==> src/rtl/frame_selector_ni.sv <==
// N-input frame multiplexer: switches source only between frames and
// forwards through a registered 2-entry skid buffer.
module frame_selector_ni #(
    parameter int DATA_WIDTH     = 8,
    parameter int NUM_INPUTS     = 4,
    parameter int SEL_WIDTH      = 2,
    parameter int FLUSH_INACTIVE = 0
) (
    input  logic                             clk,
    input  logic                             rst_n,
    input  logic [SEL_WIDTH-1:0]             sel,
    input  logic [NUM_INPUTS-1:0]            in_frm_val,
    output logic [NUM_INPUTS-1:0]            in_frm_rdy,
    input  logic [NUM_INPUTS*DATA_WIDTH-1:0] in_frm_data,
    input  logic [NUM_INPUTS-1:0]            in_frm_sof,
    input  logic [NUM_INPUTS-1:0]            in_frm_eof,
    input  logic [NUM_INPUTS-1:0]            in_frm_sol,
    input  logic [NUM_INPUTS-1:0]            in_frm_eol,
    output logic                             out_frm_val,
    input  logic                             out_frm_rdy,
    output logic [DATA_WIDTH-1:0]            out_frm_data,
    output logic                             out_frm_sof,
    output logic                             out_frm_eof,
    output logic                             out_frm_sol,
    output logic                             out_frm_eol,
    output logic [SEL_WIDTH-1:0]             act_ch,
    output logic                             frm_busy
);

    localparam int BW = DATA_WIDTH + 4;
    localparam logic [SEL_WIDTH:0] NUM_LIM = (SEL_WIDTH+1)'(NUM_INPUTS);

    typedef enum logic {
        IDLE,
        IN_FRAME
    } state_t;

    state_t               state;
    state_t               state_nxt;
    logic [SEL_WIDTH-1:0] act_nxt;
    logic                 rdy_en;
    logic                 skid_full;
    logic                 o_val;
    logic [BW-1:0]        o_q;
    logic [BW-1:0]        s_q;

    logic                  a_val;
    logic [DATA_WIDTH-1:0] a_data;
    logic                  a_sof;
    logic                  a_eof;
    logic                  a_sol;
    logic                  a_eol;
    logic [BW-1:0]         a_beat;
    logic                  accept;
    logic                  sel_ok;

    assign sel_ok = {1'b0, sel} < NUM_LIM;

    always_comb begin
        a_val  = 1'b0;
        a_data = '0;
        a_sof  = 1'b0;
        a_eof  = 1'b0;
        a_sol  = 1'b0;
        a_eol  = 1'b0;
        for (int i = 0; i < NUM_INPUTS; i++) begin
            if (act_ch == SEL_WIDTH'(i)) begin
                a_val  = in_frm_val[i];
                a_data = in_frm_data[i*DATA_WIDTH +: DATA_WIDTH];
                a_sof  = in_frm_sof[i];
                a_eof  = in_frm_eof[i];
                a_sol  = in_frm_sol[i];
                a_eol  = in_frm_eol[i];
            end
        end
    end

    assign a_beat = {a_data, a_sof, a_eof, a_sol, a_eol};
    assign accept = a_val & rdy_en & ~skid_full;

    // Ready depends only on registers, never on val or out_frm_rdy.
    always_comb begin
        in_frm_rdy = '0;
        for (int i = 0; i < NUM_INPUTS; i++) begin
            if (act_ch == SEL_WIDTH'(i))
                in_frm_rdy[i] = rdy_en & ~skid_full;
            else
                in_frm_rdy[i] = (FLUSH_INACTIVE != 0) ? rdy_en : 1'b0;
        end
    end

    always_comb begin
        state_nxt = state;
        act_nxt   = act_ch;
        unique case (state)
            IDLE: begin
                if (accept & a_sof & ~a_eof)
                    state_nxt = IN_FRAME;
                else if (sel_ok)
                    act_nxt = sel;
            end
            IN_FRAME: begin
                if (accept & a_eof) begin
                    state_nxt = IDLE;
                    if (sel_ok)
                        act_nxt = sel;
                end
            end
        endcase
    end

    always_ff @(posedge clk or negedge rst_n) begin
        if (!rst_n) begin
            state  <= IDLE;
            act_ch <= '0;
            rdy_en <= 1'b0;
        end else begin
            state  <= state_nxt;
            act_ch <= act_nxt;
            rdy_en <= 1'b1;
        end
    end

    // S only fills while O is stalled, so S full implies O full.
    always_ff @(posedge clk or negedge rst_n) begin
        if (!rst_n) begin
            o_val     <= 1'b0;
            o_q       <= '0;
            s_q       <= '0;
            skid_full <= 1'b0;
        end else begin
            if (skid_full && out_frm_rdy) begin
                o_q       <= s_q;
                o_val     <= 1'b1;
                skid_full <= 1'b0;
            end else if (accept && (!o_val || out_frm_rdy)) begin
                o_q   <= a_beat;
                o_val <= 1'b1;
            end else if (accept) begin
                s_q       <= a_beat;
                skid_full <= 1'b1;
            end else if (o_val && out_frm_rdy) begin
                o_val <= 1'b0;
            end
        end
    end

    assign out_frm_val  = o_val;
    assign out_frm_data = o_q[BW-1:4];
    assign out_frm_sof  = o_q[3];
    assign out_frm_eof  = o_q[2];
    assign out_frm_sol  = o_q[1];
    assign out_frm_eol  = o_q[0];
    assign frm_busy     = (state == IN_FRAME);

endmodule

==> config.mk <==
export PLATFORM = sky130hd
export DESIGN_NAME = frame_selector_ni
export DESIGN_NICKNAME = d
export VERILOG_FILES = /design/src/rtl/frame_selector_ni.sv
export SDC_FILE = /design/constraint.sdc
export NUM_CORES = 1
export LEC_CHECK = 0
export ABC_AREA = 1
export CAP_MARGIN = 15
export CORE_MARGIN = 10
export CORE_UTILIZATION = 45
export CTS_CLUSTER_DIAMETER = 80
export DETAILED_ROUTE_END_ITERATION = 10
export PLACE_DENSITY = 0.95
export SLEW_MARGIN = 20
export SYNTH_ARGS = -nofsm -noshare
export SYNTH_HDL_FRONTEND = slang
export SYNTH_SLANG_ARGS = --single-unit
==> constraint.sdc <==
create_clock -name clk -period 4.5 [get_ports clk]
set_input_delay 0.9 -clock clk [delete_from_list [all_inputs] [get_ports clk]]
set_output_delay 0.9 -clock clk [all_outputs]
set_load 0.01 [all_outputs]
==> results of run 1 <==
[worst min-delay path, delay by kind of cell (launching register included)]
kind | cells | cell delay (ns)
flops | 1 | 0.34
simple gates | 2 | 0.09
[through the flow]
step | power, mW | area, µm²
3_5_place_dp | 1.30 | 2470
4_1_cts | 1.51 | 2550
5_1_grt | 1.63 | 2550
3_3_place_gp | 1.27 | 2470
6_report | 1.50 | 2550
2_1_floorplan | 0.979 | 1690
[worst paths after layout]
| check | startpoint | to | cells past startpoint | slack (ns) |
|---|---|---|---|---|
| max in group asynchronous | rst_n | s_q[6]$_DFFE_PN0P_ | 2 | 3.21 |
| setup reg to reg | act_ch[0]$_DFFE_PN0P_ | act_ch[0]$_DFFE_PN0P_ | 9 | 2.28 |
| setup / recovery | act_ch[0]$_DFFE_PN0P_ | in_frm_rdy[3] | 3 | 1.73 |
| hold / removal | o_q[7]$_DFFE_PN0P_ | o_q[7]$_DFFE_PN0P_ | 2 | 0.47 |
| hold reg to reg | o_q[7]$_DFFE_PN0P_ | o_q[7]$_DFFE_PN0P_ | 2 | 0.47 |
| min in group asynchronous | rst_n | o_q[8]$_DFFE_PN0P_ | 2 | 1.00 |
[power groups by stage]
stage	sequential (mW)	combinational, mW	clock (mW)
2_1_floorplan	0.496	0.483	0
3_3_place_gp	0.485	0.789	0
3_5_place_dp	0.493	0.811	0
4_1_cts	0.490	0.816	0.204
5_1_grt	0.508	0.905	0.221
6_report	0.493	0.805	0.199
[per-layer routing]
layer / global-route usage (%) / wire length, µm
met1: 18.9 / 2100
met2: 29.5 / 2810
met3: 5.96 / 317
met4: 6.06 / 130
met5: 0 / 0
[sequential cells by signal, indices dropped and copies added, names as in the netlist]
| register | count |
|---|---|
| s_q | 12 |
| rdy_en | 1 |
| o_q | 12 |
| skid_full | 1 |
| out_frm_val | 1 |
| act_ch | 2 |
| frm_busy | 1 |
[final cells by class]
class | instances | area, µm²
clock buffer | 7 | 76.3
sequential | 30 | 751
multi-input combinational | 181 | 825
timing repair buffer | 77 | 768
fill | 303 | 1080
tap | 48 | 60.1
inverter | 18 | 71.3
[cell usage in the layout, fill, tap and decap left out]
cell               n
o21ai_1           14
a21oi_1            3
nand2_4            4
inv_1             13
nor3_1             3
clkinv_1           1
clkbuf_1           2
clkinv_2           1
or2_2              6
clkdlybuf4s50_1   76
o21a_1             5
inv_2              2
nor2_2             1
clkbuf_8           5
dfrtp_1           30
inv_4              1
nand3_1           13
nand4_1            2
nor2_4             1
buf_4              1
o21ai_0           14
nand2_1          106
conb_1             1
nand2_2            3
nor2_1             5
[kinds of logic (layout without fill, tap and decap cells)]
logic type / Yosys count / in the layout / synth area share, %
DFF: 30 / 30 / 44.4
buffers and inverters: 26 / 102 / 6.81
and+or+nand+nor: 144 / 144 / 37.2
other: 1 / 1 / 0.222
AOI/OAI and AO/OA: 36 / 36 / 11.4
==> qor.txt, run 1 <==
Vias in the first global route: 1,819
Row count: 22
Most frequent cell after synthesis: nand2_1
Number of diodes: 0
Initial drt markers: 160
Worst setup EP type: primary output
Max-slew headroom: 42.4%
Port bufs: 76
Router iterations before antenna repair: 4
Final #Nets: 370
Final setup skew: 0.00408 ns
Most used DFF post-synth: dfrtp_1
Hold_ws: 0.470 ns
Post-Syn Area per Cell: 7.13 µm²
Final setup violation count: 0
CP delay by family, top: flip-flops
Fin crit period: 2.77 ns
Worst path buffer plus inverter count: 1
Avg WL per Cell: 14.8 µm
Clk network pwr share: 13.3%
Pin count of the biggest net entering global routing: 31
Die Span X: 81.3 µm
CTS tree: yes
Yosys cell types: 25
Die area: 6610 µm²
Asr flop ratio synth: 100%
Sequential share of power: 32.9%
Cells after Synth: 237
Number of max-cap violations: 0
Area share of the largest cell type after synthesis: 44.4%
Synth Register Bits: 30
Drt via density: 5.01
Initial core utilization: 46.5%
Finished Layout Cells: 361
Maximum fanout along the worst path: 16
Crit-path slowest cell: dfrtp_1
Largest cells by area after synthesis: dfrtp_1 (44%), nand2_1 (24%), o21ai_0 (4.1%), o21ai_1 (4.1%), nand3_1 (3.8%)
Worst vdd ir: 0.351 mV
P_sw: 645 µW
Clock root cell: clkbuf_8
First-pass GRT wire length: 8750 µm
Post-synth EDFFs: 0
Pleak: 1.18 nW
GRT Residual Overflow: 0
Final setup margin: 1.73 ns
Power density over cell area: 587 nW/µm²
Clk sink count: 30
Post_cts resized: 0
Net Sw Frac: 43.1%
Post-synth top cells: nand2_1 (106), dfrtp_1 (30), o21ai_0 (14), o21ai_1 (14)
Yosys warning total: 0
Via count: 1,807
Inst Count DP: 354
Seq/Total Area, Yosys: 44.4%
Core area: 3630 µm²
Status: finished, final reports clean
Part of the cycle the worst path needs: 61.5%
Worst-path cell chain: nand2_4, nor2_4, clkdlybuf4s50_1
Height of the die: 81.3 µm
Final wirelength: 5350 µm
Initial antenna violation count: 0
Routability Congestion: 0.855
CP Data Arrival Time: 1.87 ns
Clk Latency, worst-skew pair: 0.28 ns
Int Power: 851 µW
Worst-Margin Slew: 0.861 ns
CP max stage delay: 0.70 ns
Place WS: 2.06 ns
Max Clk Rate: 361 MHz
H-tree levels: 2
Fraction of layout cells with a size suffix above 1: 7.99%
Crit Path Class: reg -> out
Synth Net Count: 294
Hold buffers post-CTS: 0
Min-delay worst type: reg -> reg
Setup TNS: 0 ns
Total CTS buffers: 5
Critical path required time: 3.60 ns
Tot GR Track Use: 17.0%
Number of I/O pins: 77
Final hold vios: 0
Hpwl dp: 4250 µm
Largest area contributor in the netlist: dfrtp_1
Worst-path clk slew: 0.06 ns
P&R area growth vs syn: 50.9%
Max Root-Sink Buffers: 2
Final Core Density: 70.2%
Post-synthesis cell area: 1690 µm²
DRT antenna net count: 0
DRC Markers: 0
Post-CTS Setup Bufs: 0
Slew Viols, Final: 0
RSZ-0062 raised after global routing: no
Logic pwr share: 53.8%
Setup crit start kind: flop
Power figures use the tool's default switching activity.
==> inputs of run 2 (changes only) <==
- CORE_UTILIZATION: 45 -> 41
- PLACE_DENSITY: 0.95 -> 0.9
- clock period: 4.5 -> 2.75 ns (I/O delays scaled with it)
==> run 2 against run 1 <==
Register-to-register slack got worse by 1.4 ns. Clock-buffer cell count is the same. Clock power up 85%. Sequential power grew 63%. First-iteration DRC count shrank 37%. Critical path type unchanged.
==> qor.txt, run 2 (synthesis results as in run 1) <==
Hold_ws: 0.469 ns (-0.000489 ns)
R2R Path Start: act_ch[1]$_DFFE_PN0P_
CP Data Arrival Time: 1.84 ns (-0.03 ns)
Router iterations before antenna repair: 4 (unchanged)
Fin crit period: 2.39 ns
Tot GR Track Use: 14.8% (-2.3 points)
RSZ-0062 raised after global routing: no
Core area: 4000 µm² (+10%)
Most frequent cells in the layout: nand2_1 (106), clkdlybuf4s50_1 (76), dfrtp_1 (30)
GRT Residual Overflow: 0 (unchanged)
R2r endpoint: act_ch[1]$_DFFE_PN0P_
Worst setup EP type: primary output
Worst vdd ir: 0.500 mV (+42%)
Status: finished, final reports clean
Avg WL per Cell: 14.4 µm (-2.8%)
Fill cells: 349 (+15%)
Multi-input gate area: 825 µm² (unchanged)
Part of the cycle the worst path needs: 86.8%
Slew Viols, Final: 0 (unchanged)
Max Root-Sink Buffers: 2 (unchanged)
Pleak: 1.20 nW (+1.7%)
Height of the die: 84.2 µm (+3.6%)
Final hold vios: 0 (unchanged)
Setup TNS: 0 ns (unchanged)
Hpwl dp: 4230 µm (-0.55%)
Final setup skew: 0.00488 ns (+0.000795 ns)
Vias in the first global route: 1,879 (+3.3%)
Setup crit start kind: flop
Post-route cell area: 2580 µm² (+1.3%)
Drt via density: 4.89 (-2.3%)
P&R area growth vs syn: 52.8%
Port bufs: 76 (unchanged)
FF-to-FF path depth: 9 (unchanged)
Final wirelength: 5280 µm (-1.4%)
Routability Congestion: 0.813 (-4.9%)
Most common cell after layout, fill and taps aside: nand2_1
Worst-path clk slew: 0.06 ns (about the same)
Final Core Density: 64.6% (-5.6 points)
Largest registers: o_q: 12 flops, s_q: 12 flops, act_ch: 2 flops
Total CTS buffers: 5 (unchanged)
Maximum fanout along the worst path: 16 (unchanged)
Number of max-cap violations: 0 (unchanged)
Post-CTS Setup Bufs: 0 (unchanged)
Final #Nets: 372 (+0.54%)
Worst hold start: o_q[9]$_DFFE_PN0P_
Number of diodes: 0 (unchanged)
CTS tree: yes
Max-slew headroom: 64.8% (+22 points)
First-pass GRT wire length: 8620 µm (-1.5%)
Tot Pwr: 2.50 mW (+67%)
DRC Markers: 0 (unchanged)
R2r setup slk: 0.88 ns (-1.40 ns)
Clock root cell: clkbuf_8
Hold Path Depth: 2 (unchanged)
Hold buffers post-CTS: 0 (unchanged)
Power density over cell area: 969 nW/µm² (+65%)
Initial antenna violation count: 0 (unchanged)
Place WS: 0.668 ns (-1.39 ns)
Min-delay worst type: reg -> reg
Min-Delay Endpoint: o_q[9]$_DFFE_PN0P_
Clk Latency, worst-skew pair: 0.29 ns (about the same)
Crit Path Class: reg -> out
Placed cell area: 2490 µm² (+0.71%)
H-tree levels: 2 (unchanged)
Post_cts resized: 0 (unchanged)
Inst Count DP: 358 (+1.1%)
Pin count of the biggest net entering global routing: 31 (unchanged)
Finished Layout Cells: 366 (+1.4%)
Initial core utilization: 42.3% (-4.3 points)
Die Span X: 84.2 µm (+3.6%)
Clk sink count: 30 (unchanged)
Final setup violation count: 0 (unchanged)
DRT antenna net count: 0 (unchanged)
Row count: 23 (+4.5%)
Initial drt markers: 101 (-37%)
Final setup margin: 0.364 ns (-1.37 ns)
Number of I/O pins: 77 (unchanged)
Critical path required time: 2.20 ns (-1.40 ns)
Fraction of layout cells with a size suffix above 1: 9.18% (+1.2 points)
Die area: 7090 µm² (+7.3%)
Max Clk Rate: 419 MHz
Via count: 1,789 (-1.0%)
Sequential Area: 751 µm² (unchanged)
Worst-Margin Slew: 0.529 ns (-0.332 ns)
-- run 2: cell count changes in the layout (fill, tap and decap cells not counted), sizes merged --
cell and change:
buf +2, clkinv +1
-- run 2: per-layer routing --
metal | part of all wire, % | global-route usage (%) | vias up | routed length [µm]
met2 | 54 | 27.2 | 57 | 2840
met4 | 2.0 | 4.41 | 0 | 104
li1 | - | - | 898 | -
met5 | 0 | 0 | - | 0
met1 | 37 | 14.3 | 823 | 1940
met3 | 7.4 | 6.86 | 11 | 388
-- run 2: power by group --
group,switching [mW],internal (mW)
registers,0.162,0.642
logic,0.735,0.596
clock network,0.167,0.202
total,1.06,1.44
-- run 2: how the worst max path moves through the flow --
| stage | start | end | slack, ns | depth (start not counted) |
|---|---|---|---|---|
| 2_1_floorplan | act_ch[1]$_DFFE_PN0P_ | in_frm_rdy[0] | 1.20 | 2 |
| 3_3_place_gp | act_ch[0]$_DFFE_PN0P_ | in_frm_rdy[3] | 0.72 | 3 |
| 3_5_place_dp | out_frm_rdy | o_q[9]$_DFFE_PN0P_ | 0.67 | 7 |
| 4_1_cts | act_ch[0]$_DFFE_PN0P_ | in_frm_rdy[3] | 0.36 | 3 |
| 5_1_grt | act_ch[0]$_DFFE_PN0P_ | in_frm_rdy[3] | 0.25 | 3 |
| 6_report | act_ch[0]$_DFFE_PN0P_ | in_frm_rdy[3] | 0.36 | 3 |
-- run 2: worst max-delay path: stages (launching register included) --
cell and delay [ns]:
dfrtp_1 0.67, nand2_4 0.18, nor2_4 0.15, clkdlybuf4s50_1 0.54
-- run 2: cell type report --
cell class | instances | share of cell area, %
clock inverter | 1 | 0.194
timing repair buffer | 79 | 30.3
clock buffer | 7 | 3.34
inverter | 18 | 2.76
tap | 50 | 2.42
sequential | 30 | 29.1
multi-input combinational | 181 | 31.9
